$ cat src/rtl/disp_pkg.sv
// disp_pkg: shared types and sizes for the multiplexed 7-segment display path.
//   state_e : scan sequencer state (BLANK = dark gap before a digit, SHOW = digit lit)
//   NDIG    : number of digits scanned
//   BCD_W   : width of one digit value
//   SEL_W   : width of the digit-select decoder address
//   PTR_W   : width of the digit pointer / shadow write address
package disp_pkg;
  typedef enum logic {BLANK = 1'b0, SHOW = 1'b1} state_e;

  localparam int NDIG  = 4;
  localparam int BCD_W = 4;
  localparam int SEL_W = 3;
  localparam int PTR_W = $clog2(NDIG);
endpackage

$ cat src/rtl/disp_scan_ctrl_if.sv
// disp_scan_ctrl_if: write/commit handshake into the display shadow register.
//   wr_en    : write strobe (master -> slave)
//   wr_addr  : shadow digit index, 0 = rightmost digit (master -> slave)
//   wr_data  : BCD value to store (master -> slave)
//   commit   : request shadow-to-active copy at the next frame boundary (master -> slave)
//   wr_ready : writes and commit are accepted while high (slave -> master)
interface disp_scan_ctrl_if;
  import disp_pkg::*;

  logic             wr_en;
  logic [PTR_W-1:0] wr_addr;
  logic [BCD_W-1:0] wr_data;
  logic             commit;
  logic             wr_ready;

  modport master (output wr_en, output wr_addr, output wr_data, output commit, input wr_ready);
  modport slave  (input wr_en, input wr_addr, input wr_data, input commit, output wr_ready);
endinterface

$ cat src/rtl/disp_scan_ctrl_scan_timer.sv
// scan_timer: free-running up-counter with a terminal value and a synchronous clear.
//   clk, rst_n : clock and asynchronous active-low reset
//   clr        : reload the counter to 0 on the next edge
//   term       : terminal count; done is high while the counter equals it
//   done       : terminal-count indication (one cycle when clr is tied back to it)
module scan_timer #(
  parameter int CNT_W = 16
) (
  input  logic             clk,
  input  logic             rst_n,
  input  logic             clr,
  input  logic [CNT_W-1:0] term,
  output logic             done
);
  logic [CNT_W-1:0] cnt_q, cnt_d;

  always_comb begin
    cnt_d = cnt_q + CNT_W'(1);
    if (clr) cnt_d = '0;
  end

  always_ff @(posedge clk or negedge rst_n) begin
    if (!rst_n) cnt_q <= '0;
    else        cnt_q <= cnt_d;
  end

  assign done = (cnt_q == term);
endmodule

$ cat src/rtl/disp_scan_ctrl.sv
// disp_scan_ctrl: 4-digit multiplexed 7-segment scan sequencer.
//   Clock      : system clock
//   Aclr       : asynchronous reset, active-low
//   wr_if      : shadow write / commit handshake (slave side)
//   lz_en      : leading-zero suppression enable
//   A          : digit-select address to the 3-to-8 decoder (A[2] = 0)
//   D          : BCD data to the 7-segment decoder
//   BI         : blanking input to the 7-segment decoder, active-low
//   frame_done : one-cycle pulse when the digit-3 dwell ends
// Each digit gets BLANK_CYC dark cycles (select/data change here) followed by
// DIV lit cycles. Committed shadow values become active at the frame boundary.
module disp_scan_ctrl import disp_pkg::*; #(
  parameter int DIV       = 1000,
  parameter int BLANK_CYC = 8,
  parameter int CNT_W     = 16
) (
  input  logic              Clock,
  input  logic              Aclr,
  disp_scan_ctrl_if.slave   wr_if,
  input  logic              lz_en,
  output logic [SEL_W-1:0]  A,
  output logic [BCD_W-1:0]  D,
  output logic              BI,
  output logic              frame_done
);
  state_e           state_q, state_d;
  logic [PTR_W-1:0] ptr_q, ptr_d, ptr_nxt;
  logic [BCD_W-1:0] shadow_q [NDIG];
  logic [BCD_W-1:0] shadow_d [NDIG];
  logic [BCD_W-1:0] active_q [NDIG];
  logic [BCD_W-1:0] active_d [NDIG];
  logic             commit_pend_q, commit_pend_d;
  logic             wr_ready_q, wr_ready_d;
  logic [SEL_W-1:0] a_q, a_d;
  logic [BCD_W-1:0] d_q, d_d;
  logic             bi_q, bi_d;
  logic             frame_done_q, frame_done_d;

  logic             tmr_done;
  logic [CNT_W-1:0] tmr_term;
  logic             wr_acc, commit_acc, frame_edge, copy_now, suppress;
  logic [NDIG:0]    zero_from;

  // zero_from[k] is high when active digits k..NDIG-1 are all zero.
  assign zero_from[NDIG] = 1'b1;
  for (genvar gi = 0; gi < NDIG; gi++) begin : g_zero
    assign zero_from[gi] = (active_q[gi] == '0) & zero_from[gi+1];
  end

  // One timer serves both states; it is reloaded by its own done pulse.
  assign tmr_term = (state_q == BLANK) ? CNT_W'(BLANK_CYC - 1) : CNT_W'(DIV - 1);

  scan_timer #(.CNT_W(CNT_W)) u_timer (
    .clk   (Clock),
    .rst_n (Aclr),
    .clr   (tmr_done),
    .term  (tmr_term),
    .done  (tmr_done)
  );

  always_comb begin
    ptr_nxt       = ptr_q + PTR_W'(1);
    frame_edge    = (state_q == SHOW) && tmr_done && (ptr_q == PTR_W'(NDIG - 1));
    copy_now      = frame_edge && commit_pend_q;
    wr_acc        = wr_if.wr_en  & wr_ready_q;
    commit_acc    = wr_if.commit & wr_ready_q;
    suppress      = lz_en && (ptr_q != '0) && zero_from[ptr_q];

    state_d       = state_q;
    ptr_d         = ptr_q;
    a_d           = a_q;
    d_d           = d_q;
    bi_d          = bi_q;
    frame_done_d  = frame_edge;
    shadow_d      = shadow_q;
    active_d      = active_q;
    commit_pend_d = commit_pend_q;
    wr_ready_d    = wr_ready_q;

    if (wr_acc) shadow_d[wr_if.wr_addr] = wr_if.wr_data;

    // A commit accepted on the boundary edge itself has commit_pend_q = 0,
    // so it only arms the copy for the following boundary.
    if (copy_now) begin
      active_d      = shadow_q;
      commit_pend_d = 1'b0;
      wr_ready_d    = 1'b1;
    end else if (commit_acc) begin
      commit_pend_d = 1'b1;
      wr_ready_d    = 1'b0;
    end

    case (state_q)
      BLANK: begin
        if (tmr_done) begin
          state_d = SHOW;
          bi_d    = ~suppress;
        end
      end
      SHOW: begin
        if (tmr_done) begin
          state_d = BLANK;
          ptr_d   = ptr_nxt;
          a_d     = SEL_W'(ptr_nxt);
          // On a copying boundary the new digit 0 comes straight from shadow.
          d_d     = copy_now ? shadow_q[ptr_nxt] : active_q[ptr_nxt];
          bi_d    = 1'b0;
        end
      end
    endcase
  end

  always_ff @(posedge Clock or negedge Aclr) begin
    if (!Aclr) begin
      state_q       <= BLANK;
      ptr_q         <= '0;
      a_q           <= '0;
      d_q           <= '0;
      bi_q          <= 1'b0;
      frame_done_q  <= 1'b0;
      commit_pend_q <= 1'b0;
      wr_ready_q    <= 1'b1;
      for (int i = 0; i < NDIG; i++) begin
        shadow_q[i] <= '0;
        active_q[i] <= '0;
      end
    end else begin
      state_q       <= state_d;
      ptr_q         <= ptr_d;
      a_q           <= a_d;
      d_q           <= d_d;
      bi_q          <= bi_d;
      frame_done_q  <= frame_done_d;
      commit_pend_q <= commit_pend_d;
      wr_ready_q    <= wr_ready_d;
      shadow_q      <= shadow_d;
      active_q      <= active_d;
    end
  end

  assign A              = a_q;
  assign D              = d_q;
  assign BI             = bi_q;
  assign frame_done     = frame_done_q;
  assign wr_if.wr_ready = wr_ready_q;
endmodule
$ cat src/flat_wrapper.sv
// flat-port wrapper written by rule: the top's interface ports become plain ports
module disp_scan_ctrl_flat import disp_pkg::*;
#(
  parameter int DIV       = 1000,
  parameter int BLANK_CYC = 8,
  parameter int CNT_W     = 16
)
  (Clock, Aclr, lz_en, A, D, BI, frame_done, wr_if_wr_en, wr_if_wr_addr, wr_if_wr_data, wr_if_commit, wr_if_wr_ready);
  disp_scan_ctrl_if wr_if_i ();
  input  logic Clock;
  input  logic Aclr;
  input  logic lz_en;
  output logic [SEL_W-1:0] A;
  output logic [BCD_W-1:0] D;
  output logic BI;
  output logic frame_done;
  input wire logic [$bits(wr_if_i.wr_en)-1:0] wr_if_wr_en;
  input wire logic [$bits(wr_if_i.wr_addr)-1:0] wr_if_wr_addr;
  input wire logic [$bits(wr_if_i.wr_data)-1:0] wr_if_wr_data;
  input wire logic [$bits(wr_if_i.commit)-1:0] wr_if_commit;
  output wire logic [$bits(wr_if_i.wr_ready)-1:0] wr_if_wr_ready;
  assign wr_if_i.wr_en = wr_if_wr_en;
  assign wr_if_i.wr_addr = wr_if_wr_addr;
  assign wr_if_i.wr_data = wr_if_wr_data;
  assign wr_if_i.commit = wr_if_commit;
  assign wr_if_wr_ready = wr_if_i.wr_ready;
  disp_scan_ctrl #(.DIV(DIV), .BLANK_CYC(BLANK_CYC), .CNT_W(CNT_W)) u_core (.Clock(Clock), .Aclr(Aclr), .wr_if(wr_if_i), .lz_en(lz_en), .A(A), .D(D), .BI(BI), .frame_done(frame_done));
endmodule
$ cat config.mk
export PLATFORM = sky130hd
export DESIGN_NAME = disp_scan_ctrl_flat
export DESIGN_NICKNAME = d
export VERILOG_FILES = /design/src/rtl/disp_pkg.sv /design/src/rtl/disp_scan_ctrl_if.sv /design/src/rtl/disp_scan_ctrl_scan_timer.sv /design/src/rtl/disp_scan_ctrl.sv /design/src/flat_wrapper.sv
export SDC_FILE = /design/constraint.sdc
export NUM_CORES = 1
export LEC_CHECK = 0
export CORE_UTILIZATION = 60
export DETAILED_ROUTE_END_ITERATION = 6
export HOLD_SLACK_MARGIN = 0.03
export PLACE_DENSITY = 0.91
export SLEW_MARGIN = 0
export SYNTH_ARGS = -nofsm -noshare
export SYNTH_HDL_FRONTEND = slang
export SYNTH_SLANG_ARGS = --single-unit
$ cat constraint.sdc
create_clock -name Clock -period 6.5 [get_ports Clock]
set_clock_uncertainty 0.2 [all_clocks]
set_input_delay 1.3 -clock Clock [delete_from_list [all_inputs] [get_ports Clock]]
set_output_delay 1.3 -clock Clock [all_outputs]
set_load 0.05 [all_outputs]
Word-level counts from Yosys, hierarchy flattened
Cells that the tools add are included.
Operators by class
  add/sub/neg operators: 2
  magnitude comparators: 4
  equality and inequality tests: 4
  muxes and demuxes: 24
  bitwise gates (word level): 9
  reduce and logical (&&, ||, !) cells: 14
Operators by type and width (count)
  4-bit 2-to-1 mux: 6
  16-bit by 1-bit adder with 16-bit output (second input constant): 1
  4-bit binary-select mux with 2-bit select: 2
  16-bit bitwise mux: 1
  16-bit equality test: 1
  4-bit logical NOT: 4
  16-bit 2-to-1 mux: 1
  10-bit 2-to-1 mux: 1
  1-bit 2-to-1 mux: 9
  4-bit demux with 2-bit select: 1
  3-bit >= comparator (second input constant): 2
  1-bit logical AND: 6
  2-bit inverter with 3-bit output: 2
  1-bit AND: 5
  2-bit by 4-bit less-than comparator with 1-bit output (second input constant): 1
  1-bit one-hot mux with 2 select lines: 2
  2-bit AND reduction: 2
  2-bit nonzero test: 2
  3-bit by 1-bit less-than comparator with 1-bit output (second input constant): 1
  2-bit by 1-bit adder with 2-bit output (second input constant): 1
  1-bit binary-select mux with 2-bit select: 1
  2-bit equality test (second input constant): 1
  2-bit by 1-bit != test with 1-bit output (second input constant): 1
  2-bit != test (second input constant): 1
  1-bit inverter: 2
Word-level totals
  flip-flop bits (word level): 59
  bits of input ports: 11
  output and inout port bits: 10
  word-level logic and storage cells: 73

Logic depth before layout (Yosys ltp)
  depth after elaboration: 10
  mapped depth: 9

Hierarchy
From an unflattened synthesis, not the netlist that was laid out.
Second synthesis, totals
  cells, all modules: 242
  area total of the unflattened synthesis: 2980.4 sq um
Modules (own cells, without submodules)
  disp_scan_ctrl: times used 1, cells each 140, area an instance 1959.4 sq um, seq. area each 1077.3 sq um
  scan_timer: times used 1, cells each 102, area an instance 1021.0 sq um, seq. area each 400.4 sq um

Least setup slack after synthesis
No wires, ideal clock.
  path kind: reg2reg
  from: register u_core.ptr_q[0]
  to: register u_core.d_q[0], in the netlist u_core.D[0]
  setup time: 138 ps
  data arrival time: 2153 ps
  setup slack: 4009 ps
  cell stages (with the launch flop): 8
  path buffers: 2
  clock period less this slack: 2491 ps
  path through: dfrtp_1 > buf_2 > inv_1 > ha_1 > clkbuf_1 > mux4_2 > mux2i_1 > a21oi_1
On the way
  word-level cells in the longest chain between the ends: 6
  elaborated cells between the ends (all ways): 12
  those cells by class: add/sub (1); eq/ne (1); mux (7); bitwise (1); reduce/logical (2)
RTL lines
  start, declared: RTL line disp_scan_ctrl.sv:27  | logic [PTR_W-1:0] ptr_q, ptr_d, ptr_nxt;
  start signal, assigned: RTL line disp_scan_ctrl.sv:129  | ptr_q <= ptr_d;
  2-bit by 1-bit adder with 2-bit output *: RTL line disp_scan_ctrl.sv:62  | ptr_nxt = ptr_q + PTR_W'(1);
  net u_core.ptr_nxt[0]: RTL line disp_scan_ctrl.sv:27
  2-bit inverter with 3-bit output (implied by the code) *: RTL line disp_scan_ctrl.sv:106  | d_d = copy_now ? shadow_q[ptr_nxt] : active_q[ptr_nxt];
  4-bit binary-select mux with 2-bit select: RTL line disp_scan_ctrl.sv:106
  4-bit 2-to-1 mux (implied by the code) (2 in series): RTL line disp_scan_ctrl.sv:106
  4-bit 2-to-1 mux *: RTL line disp_scan_ctrl.sv:106
  end signal, assigned: RTL line disp_scan_ctrl.sv:118  | d_q <= '0;
  end signal, assigned: RTL line disp_scan_ctrl.sv:131  | d_q <= d_d;
  end, declared: RTL line disp_scan_ctrl.sv:35  | logic [BCD_W-1:0] d_q, d_d;
Mark *: on every way through the listed nets, which the timed path passes. The rest lies on a longest branch. The select of a mux whose other input is x is not followed.
A chain may end at the register's enable or synchronous reset.

Worst setup path after layout
  from: register u_core.u_timer.cnt_q[0]
  to: register u_core.d_q[2], in the netlist u_core.D[2]
On the way
  word-level cells in the longest chain between the ends: 5
  elaborated cells between the ends (all ways): 6
  those cells by class: eq/ne (1); mux (1); reduce/logical (4)
RTL lines
  start, declared: RTL line disp_scan_ctrl_scan_timer.sv:15  | logic [CNT_W-1:0] cnt_q, cnt_d;
  start signal, assigned: RTL line disp_scan_ctrl_scan_timer.sv:24  | else cnt_q <= cnt_d;
  16-bit equality test *: RTL line disp_scan_ctrl_scan_timer.sv:27  | assign done = (cnt_q == term);
  1-bit logical AND (2 in series): RTL line disp_scan_ctrl.sv:63  | frame_edge = (state_q == SHOW) && tmr_done && (ptr_q == PTR_W'(NDIG - 1));
  1-bit logical AND: RTL line disp_scan_ctrl.sv:64  | copy_now = frame_edge && commit_pend_q;
  4-bit 2-to-1 mux: RTL line disp_scan_ctrl.sv:106
Every way passes the cells marked *; elsewhere a longest branch is shown, timed or not.

==> flow_metrics.env <==
export IMPL_cts_buffer_depth=2
export IMPL_layout_nets=246
export IMPL_numPortBuffers=19
export IMPL_synth_most_common_cell="dfrtp_1"
export IMPL_r2r_worst_path_cells=9
export IMPL_critPathSlowestCell="nand3_1"
export IMPL_min_period_ns=3.94
export IMPL_track_usage_pct=26.2
export IMPL_drt_iter0_drc=89
export IMPL_area_growth_pct=16.8
export IMPL_setup_viol=0
export IMPL_synth_area_leaders="dfrtp_1 (54%), mux2_2 (13%), mux4_2 (6.7%)"
export IMPL_timing_final_crit_share_pct=60.6
export IMPL_cts_made_buffers=9
export IMPL_slew_viol_final=0
export IMPL_fill_cells=263
export IMPL_ys_types=33
export IMPL_synthDominantCellAreaShare_pct=53.9
export IMPL_end_kind="flip-flop"
export IMPL_fmax_ghz=0.254
export IMPL_multi_input_area_mm2=0.00116
export IMPL_via_count=1712
export IMPL_worstSetupPathType="reg2reg"
export IMPL_drive_gt1_share_pct=25.6
export IMPL_setup_slack_ns=2.56
export IMPL_worstSetupEndpoint="u_core.D[2]"
export IMPL_rows=23
export IMPL_dp_hpwl_mm=3.30
export IMPL_r2r_start="u_core.u_timer.cnt_q[0]"
export IMPL_fin_cells=284
export IMPL_clkSinkCount=59
export IMPL_antenna_found_initial=0
export IMPL_p_int_w=0.000620
export IMPL_grt_max_degree=60
export IMPL_netlist_area_mm2=0.00269
export IMPL_hp_class="reg2reg"
export IMPL_ys_warn_count=0
export IMPL_dpl_worst_slack_ns=2.60
export IMPL_path_clk_slew_ns=0.06
export IMPL_path_max_fanout=22
export IMPL_relSlewSlack_pct=26.4
export IMPL_grt_pass1_wl_mm=8.39
export IMPL_synth_seq_cells=59
export IMPL_drt_drc_violations_left=0
export IMPL_die_area_mm2=0.00476
export IMPL_die_y_um=69.0
export IMPL_synth_top_area_cell="dfrtp_1"
export IMPL_start_util_pct=64.9
export IMPL_first_pass_iters=4
export IMPL_ys_flop_type="dfrtp_1"
export IMPL_io_pins=21
export IMPL_synth_edff_count=0
export IMPL_syn_area_per_cell_um2=13.2
export IMPL_maxCapViolations=0
export IMPL_crit_family="simple AND/OR/NAND/NOR gates"
export IMPL_postSynthCellCount=204
export IMPL_grt_pass1_vias=1778
export IMPL_ys_top_cells_by_count="dfrtp_1 (58), mux2_2 (32), nor2_1 (14)"
export IMPL_fp_coreArea_mm2=0.00414
export IMPL_arrival_ns=3.94
export IMPL_post_cts_buffers=0
export IMPL_clockPowerShare_pct=48.3
export IMPL_gp_congestion=0.764
export IMPL_hold_buffers=0
export IMPL_cts_root_buf="clkbuf_8"
export IMPL_seqCellArea_mm2=0.00148
export IMPL_die_w_um=69.0
export IMPL_power_frac_seq_pct=48.6
export IMPL_post_cts_resized=0
export IMPL_htree_num_levels=3
export IMPL_reg2reg_slack_ns=2.56
export IMPL_clk_latency_ns=0.34
export IMPL_critPathLaunch="u_core.u_timer.cnt_q[0]"
export IMPL_slowest_delay_ns=0.86
export IMPL_async_flop_share_pct=100
export IMPL_final_setup_tns_ns=0
export IMPL_ys_seq_area_share_pct=54.9
export IMPL_p_leak_nw=1.45
export IMPL_worstPathRequired_ns=6.50
export IMPL_critPathLaunchType="flip-flop"
export IMPL_regToRegEndpoint="u_core.D[2]"
export IMPL_path_depth=9
export IMPL_hold_viol=0
export IMPL_power_density_mw_per_mm2=248
export IMPL_routed_wl_mm=5.04
export IMPL_insertedDiodeCount=0
export IMPL_antenna_left=0
export IMPL_p_sw_w=0.000160
export IMPL_vias_per_cell=6.03
export IMPL_status="completed"
export IMPL_path_cells="ha_1 > nor4bb_1 > nand3_1 > a21oi_4 > ha_1 > nand3_1 > mux4_2 > nand2_1 > a31oi_1"
export IMPL_irDropWorstVdd_uv=184
export IMPL_worst_path_buf_inv=0
export IMPL_wire_per_inst_um=17.7
export IMPL_sw_frac_of_total_pct=20.5
export IMPL_synth_net_count=221
export IMPL_grt_overflow=0
export IMPL_cts_tree="yes"
export IMPL_worst_pin_slew_ns=1.10
export IMPL_dp_cells=268
export IMPL_rsz0062_at_grt="no"
export IMPL_power_frac_comb_pct=3.1
## state kept, by name, indices dropped and copies added (netlist names)
signal	count
u_core.BI	1
u_core.D	4
u_core.active_q	16
u_core.commit_pend_q	1
u_core.frame_done	1
u_core.ptr_q	2
u_core.shadow_q	16
u_core.state_q	1
u_core.u_timer.cnt_q	16
u_core.wr_if.wr_ready	1
## power groups by stage
stage | Combinational [W] | Clock (W) | Sequential, W
after CTS | 0.0000246 | 0.000382 | 0.000379
after detailed placement | 0.0000246 | 0 | 0.000386
final | 0.0000240 | 0.000377 | 0.000379
after global routing | 0.0000270 | 0.000400 | 0.000380
after global placement | 0.0000239 | 0 | 0.000385
after floorplan | 0.00000942 | 0 | 0.000383
## worst min-delay path by stage
stage / startpoint / endpoint / slack (ns) / depth (start not counted)
3_3_place_gp: u_core.u_timer.cnt_q[15] / u_core.u_timer.cnt_q[15] / 0.26 / 1
4_1_cts: u_core.u_timer.cnt_q[15] / u_core.u_timer.cnt_q[15] / 0.28 / 1
6_report: u_core.u_timer.cnt_q[15] / u_core.u_timer.cnt_q[15] / 0.28 / 1
3_5_place_dp: u_core.u_timer.cnt_q[15] / u_core.u_timer.cnt_q[15] / 0.27 / 1
2_1_floorplan: u_core.u_timer.cnt_q[15] / u_core.u_timer.cnt_q[15] / 0.25 / 1
5_1_grt: u_core.u_timer.cnt_q[15] / u_core.u_timer.cnt_q[15] / 0.29 / 1
## through the flow
stage                     area, µm²  total power, W  hold WS (ns)  util (%)
after CTS                      3140        0.000785         0.283      75.8
after detailed placement       2920        0.000410         0.271      70.4
after global routing           3140        0.000807         0.295      75.8
after global placement         2920        0.000409         0.264      70.4
final                          3140        0.000780         0.284      75.8
after floorplan                2690        0.000393         0.247         -
## cell families (layout without fill, tap and decap cells)
logic type / after synthesis / after routing / synth area share (%)
AOI/OAI and AO/OA: 12 / 12 / 2.93
muxes: 44 / 44 / 21.6
buffers and inverters: 11 / 41 / 1.81
xor gates and xnor gates: 15 / 15 / 4.88
adders and majority gates: 6 / 6 / 2.79
and+or+nand+nor: 56 / 56 / 11.0
other: 1 / 1 / 0.139
DFF: 59 / 59 / 54.9
## worst reg2reg max path, stage by stage (launching register included)
cell and delay (ns):
dfrtp_1 0.39, ha_1 0.23, nor4bb_1 0.24, nand3_1 0.16, a21oi_4 0.28, ha_1 0.46, nand3_1 0.86, mux4_2 0.82
nand2_1 0.08, a31oi_1 0.09
## cell usage in the layout (no fill, tap or decap), types with 2 or more instances in the layout
master,Yosys,layout
ha_1,6,6
nor4_1,6,6
xnor2_1,8,8
dfrtp_1,58,58
xor2_1,7,7
and4_1,4,4
clkbuf_8,0,11
nand4_1,4,4
o21ai_0,4,4
and2_1,3,3
nand3_1,9,9
mux4_2,8,8
a21oi_1,4,4
bufinv_16,0,2
nand2_1,10,10
clkinv_2,0,3
mux2i_1,4,4
clkdlybuf4s50_1,0,18
inv_1,5,5
nor2_1,14,14
mux2_2,32,32
## cell type report
class	count	share of cell area (%)
Sequential cell	59	47.0
Inverter	5	0.597
Multi-Input combinational cell	134	37.1
Clock inverter	5	2.39
Tap cell	50	1.99
Clock buffer	11	4.82
Timing Repair Buffer	20	6.13
## layer usage
metal / track usage (%) / vias up / wire, µm
met4: 11.2 / 0 / 68
met3: 11.2 / 10 / 233
met2: 41.9 / 45 / 2480
met1: 30.9 / 869 / 2250
met5: 0 / - / 0
li1: - / 788 / -
No activity file was read; power rests on OpenSTA's default activity.
==> RTL change 1: new RTL, same flow settings <==
`CNT_W` is set to 16 in 3 places; all go to 24.
--- a/src/rtl/disp_scan_ctrl_scan_timer.sv
+++ b/src/rtl/disp_scan_ctrl_scan_timer.sv
@@ -6,3 +6,3 @@
 module scan_timer #(
-  parameter int CNT_W = 16
+  parameter int CNT_W = 24
 ) (
--- a/src/rtl/disp_scan_ctrl.sv
+++ b/src/rtl/disp_scan_ctrl.sv
@@ -14,3 +14,3 @@
   parameter int BLANK_CYC = 8,
-  parameter int CNT_W     = 16
+  parameter int CNT_W     = 24
 ) (
--- a/src/flat_wrapper.sv
+++ b/src/flat_wrapper.sv
@@ -5,3 +5,3 @@
   parameter int BLANK_CYC = 8,
-  parameter int CNT_W     = 16
+  parameter int CNT_W     = 24
 )
Behaviour: no difference found for any inputs over 10 cycles, from zero or initial values; that may be too few to reach the edited logic, so the function may still have changed.
==> RTL change 1 against the unedited design <==
Non-clock buffer count did not move. Sequential cell count rose by 8. Setup slack improved by 0.027 ns. Sequential power rose by 13%. First-iteration DRC count rose by 49%. Power fell by 1.8%. Area after synthesis rose by 16%. Design area rose by 13%. Sequential share of layout area rose by 0.34 points. Routed wire length rose by 13%. Largest cell class unchanged. Highest routed layer unchanged.
==> RTL change 1: results (changes against the unedited design) <==
Timing
  • Final Worst Setup Slack: 2.59 ns (was 2.56 ns)
  • Slew HR: 0.338 (was 0.264)
  • Hold_ws: 0.272 ns (was 0.284 ns)

Route
  • Drt initial violations: 133 (was 89)
  • Routed WL: 5.67 mm (was 5.04 mm)

Layout
  • Layout Area Growth over Synthesis: 13.5% (was 16.8%)
  • # fillers: 339 (was 263)
  • Biggest regs: u_core.u_timer.cnt_q: 24 flops, u_core.active_q: 16 flops, u_core.shadow_q: 16 flops (was u_core.active_q: 16 flops, u_core.shadow_q: 16 flops, u_core.u_timer.cnt_q: 16 flops)
  • Non-filler cells, final: 342 (was 284)
  • Clock-cell share: 0.0512 (was 0.0721)
  • Flip-flop and latch area: 1680 sq um (was 1480 sq um)
  • Invs w/o clock: 6 (was 5)
  • NumNets Final: 287 (was 246)
  • Multi-input logic area: 1390 sq um (was 1160 sq um)
  • Data buffer area share: 0.0544 (was 0.0613)
  • Multi-input gates: 166 (was 134)

Power
  • Flop pwr share: 0.560 (was 0.486)
  • Worst VDD drop: 0.206 mV (was 0.184 mV)
  • Total internal power: 0.000578 W (was 0.000620 W)
  • Power Combinational: 0.0000245 W (was 0.0000240 W)
  • Clock power frac: 0.408 (was 0.483)
  • P_leak: 1.63 nW (was 1.45 nW)

Setup path
  • Worst Setup SP: u_core.u_timer.cnt_q[20] (was u_core.u_timer.cnt_q[0])
  • Critical-path top delay cell: nand3_1 (unchanged)
  • Slowest stage delay, CP: 0.78 ns (was 0.86 ns)
  • Crit path DAT: 3.92 ns (was 3.94 ns)

Hold path
  • Hold path start: u_core.u_timer.cnt_q[23] (was u_core.u_timer.cnt_q[15])
  • Hold endpoint: u_core.u_timer.cnt_q[23] (was u_core.u_timer.cnt_q[15])

Synthesis
  • Avg Cell Area, Syn: 12.6 sq um (was 13.2 sq um)
  • Unique masters post-synth: 36 (was 33)
  • Mapped Nets: 264 (was 221)
  • Post-synthesis sequential area ratio: 0.537 (was 0.549)

Place
  • Dpl cells: 326 (was 268)
  • Hpwl dp: 4.00 mm (was 3.30 mm)
  • Place WS: 2.68 ns (was 2.60 ns)
  • Area after DPL: 3360 sq um (was 2920 sq um)
  • Placer Congestion: 0.833 (was 0.764)

GRT
  • Initial antenna violation count: 0 (unchanged)
  • Total Routing Usage GR: 0.242 (was 0.262)
  • First-pass GRT wire length: 9.60 mm (was 8.39 mm)
  • Largest net degree at the start of global routing: 68 (was 60)
  • Vias in the first global route: 1,960 (was 1,778)

Outcome
  • Status: finished, final reports clean (unchanged)

Clock network
  • Reg clk slew, reported paths: 0.08 ns (was 0.06 ns)
  • CTS Sinks: 67 (was 59)
  • CTS Root Cell: clkbuf_8 (unchanged)

Floorplan
  • Tap Count: 67 (was 50)
RTL change 1: cell count changes after synthesis, moves of 2 or more:
| cell | change |
|---|---|
| nor2_1 | +9 |
| dfrtp_1 | +8 |
| nand2_1 | +6 |
| nand4_1 | +5 |
| nor3_1 | +5 |
| xnor2_1 | +4 |
| xor2_1 | +4 |
| o22ai_1 | +3 |
| a21oi_1 | -2 |
| and2_1 | -2 |
| mux2i_1 | -2 |
RTL change 1: logic make-up after synthesis:
| logic type | synth area share |
|---|---|
| multiplexers | 0.179 |
| flip-flops | 0.537 |
| buffers and inverters | 0.0192 |
| AND/OR/NAND/NOR | 0.147 |
| AO/OA/AOI/OAI | 0.0276 |
| adder cells (fa/ha/maj) | 0.0240 |
| other | 0.00120 |
| XOR/XNOR | 0.0645 |
RTL change 1: routing by layer:
layer / vias up / GRT usage / wire (um)
li1: 937 / - / -
met1: 979 / 0.350 / 2710
met2: 56 / 0.352 / 2640
met3: 4 / 0.0894 / 285
met4: 0 / 0.0513 / 39
met5: - / 0 / 0
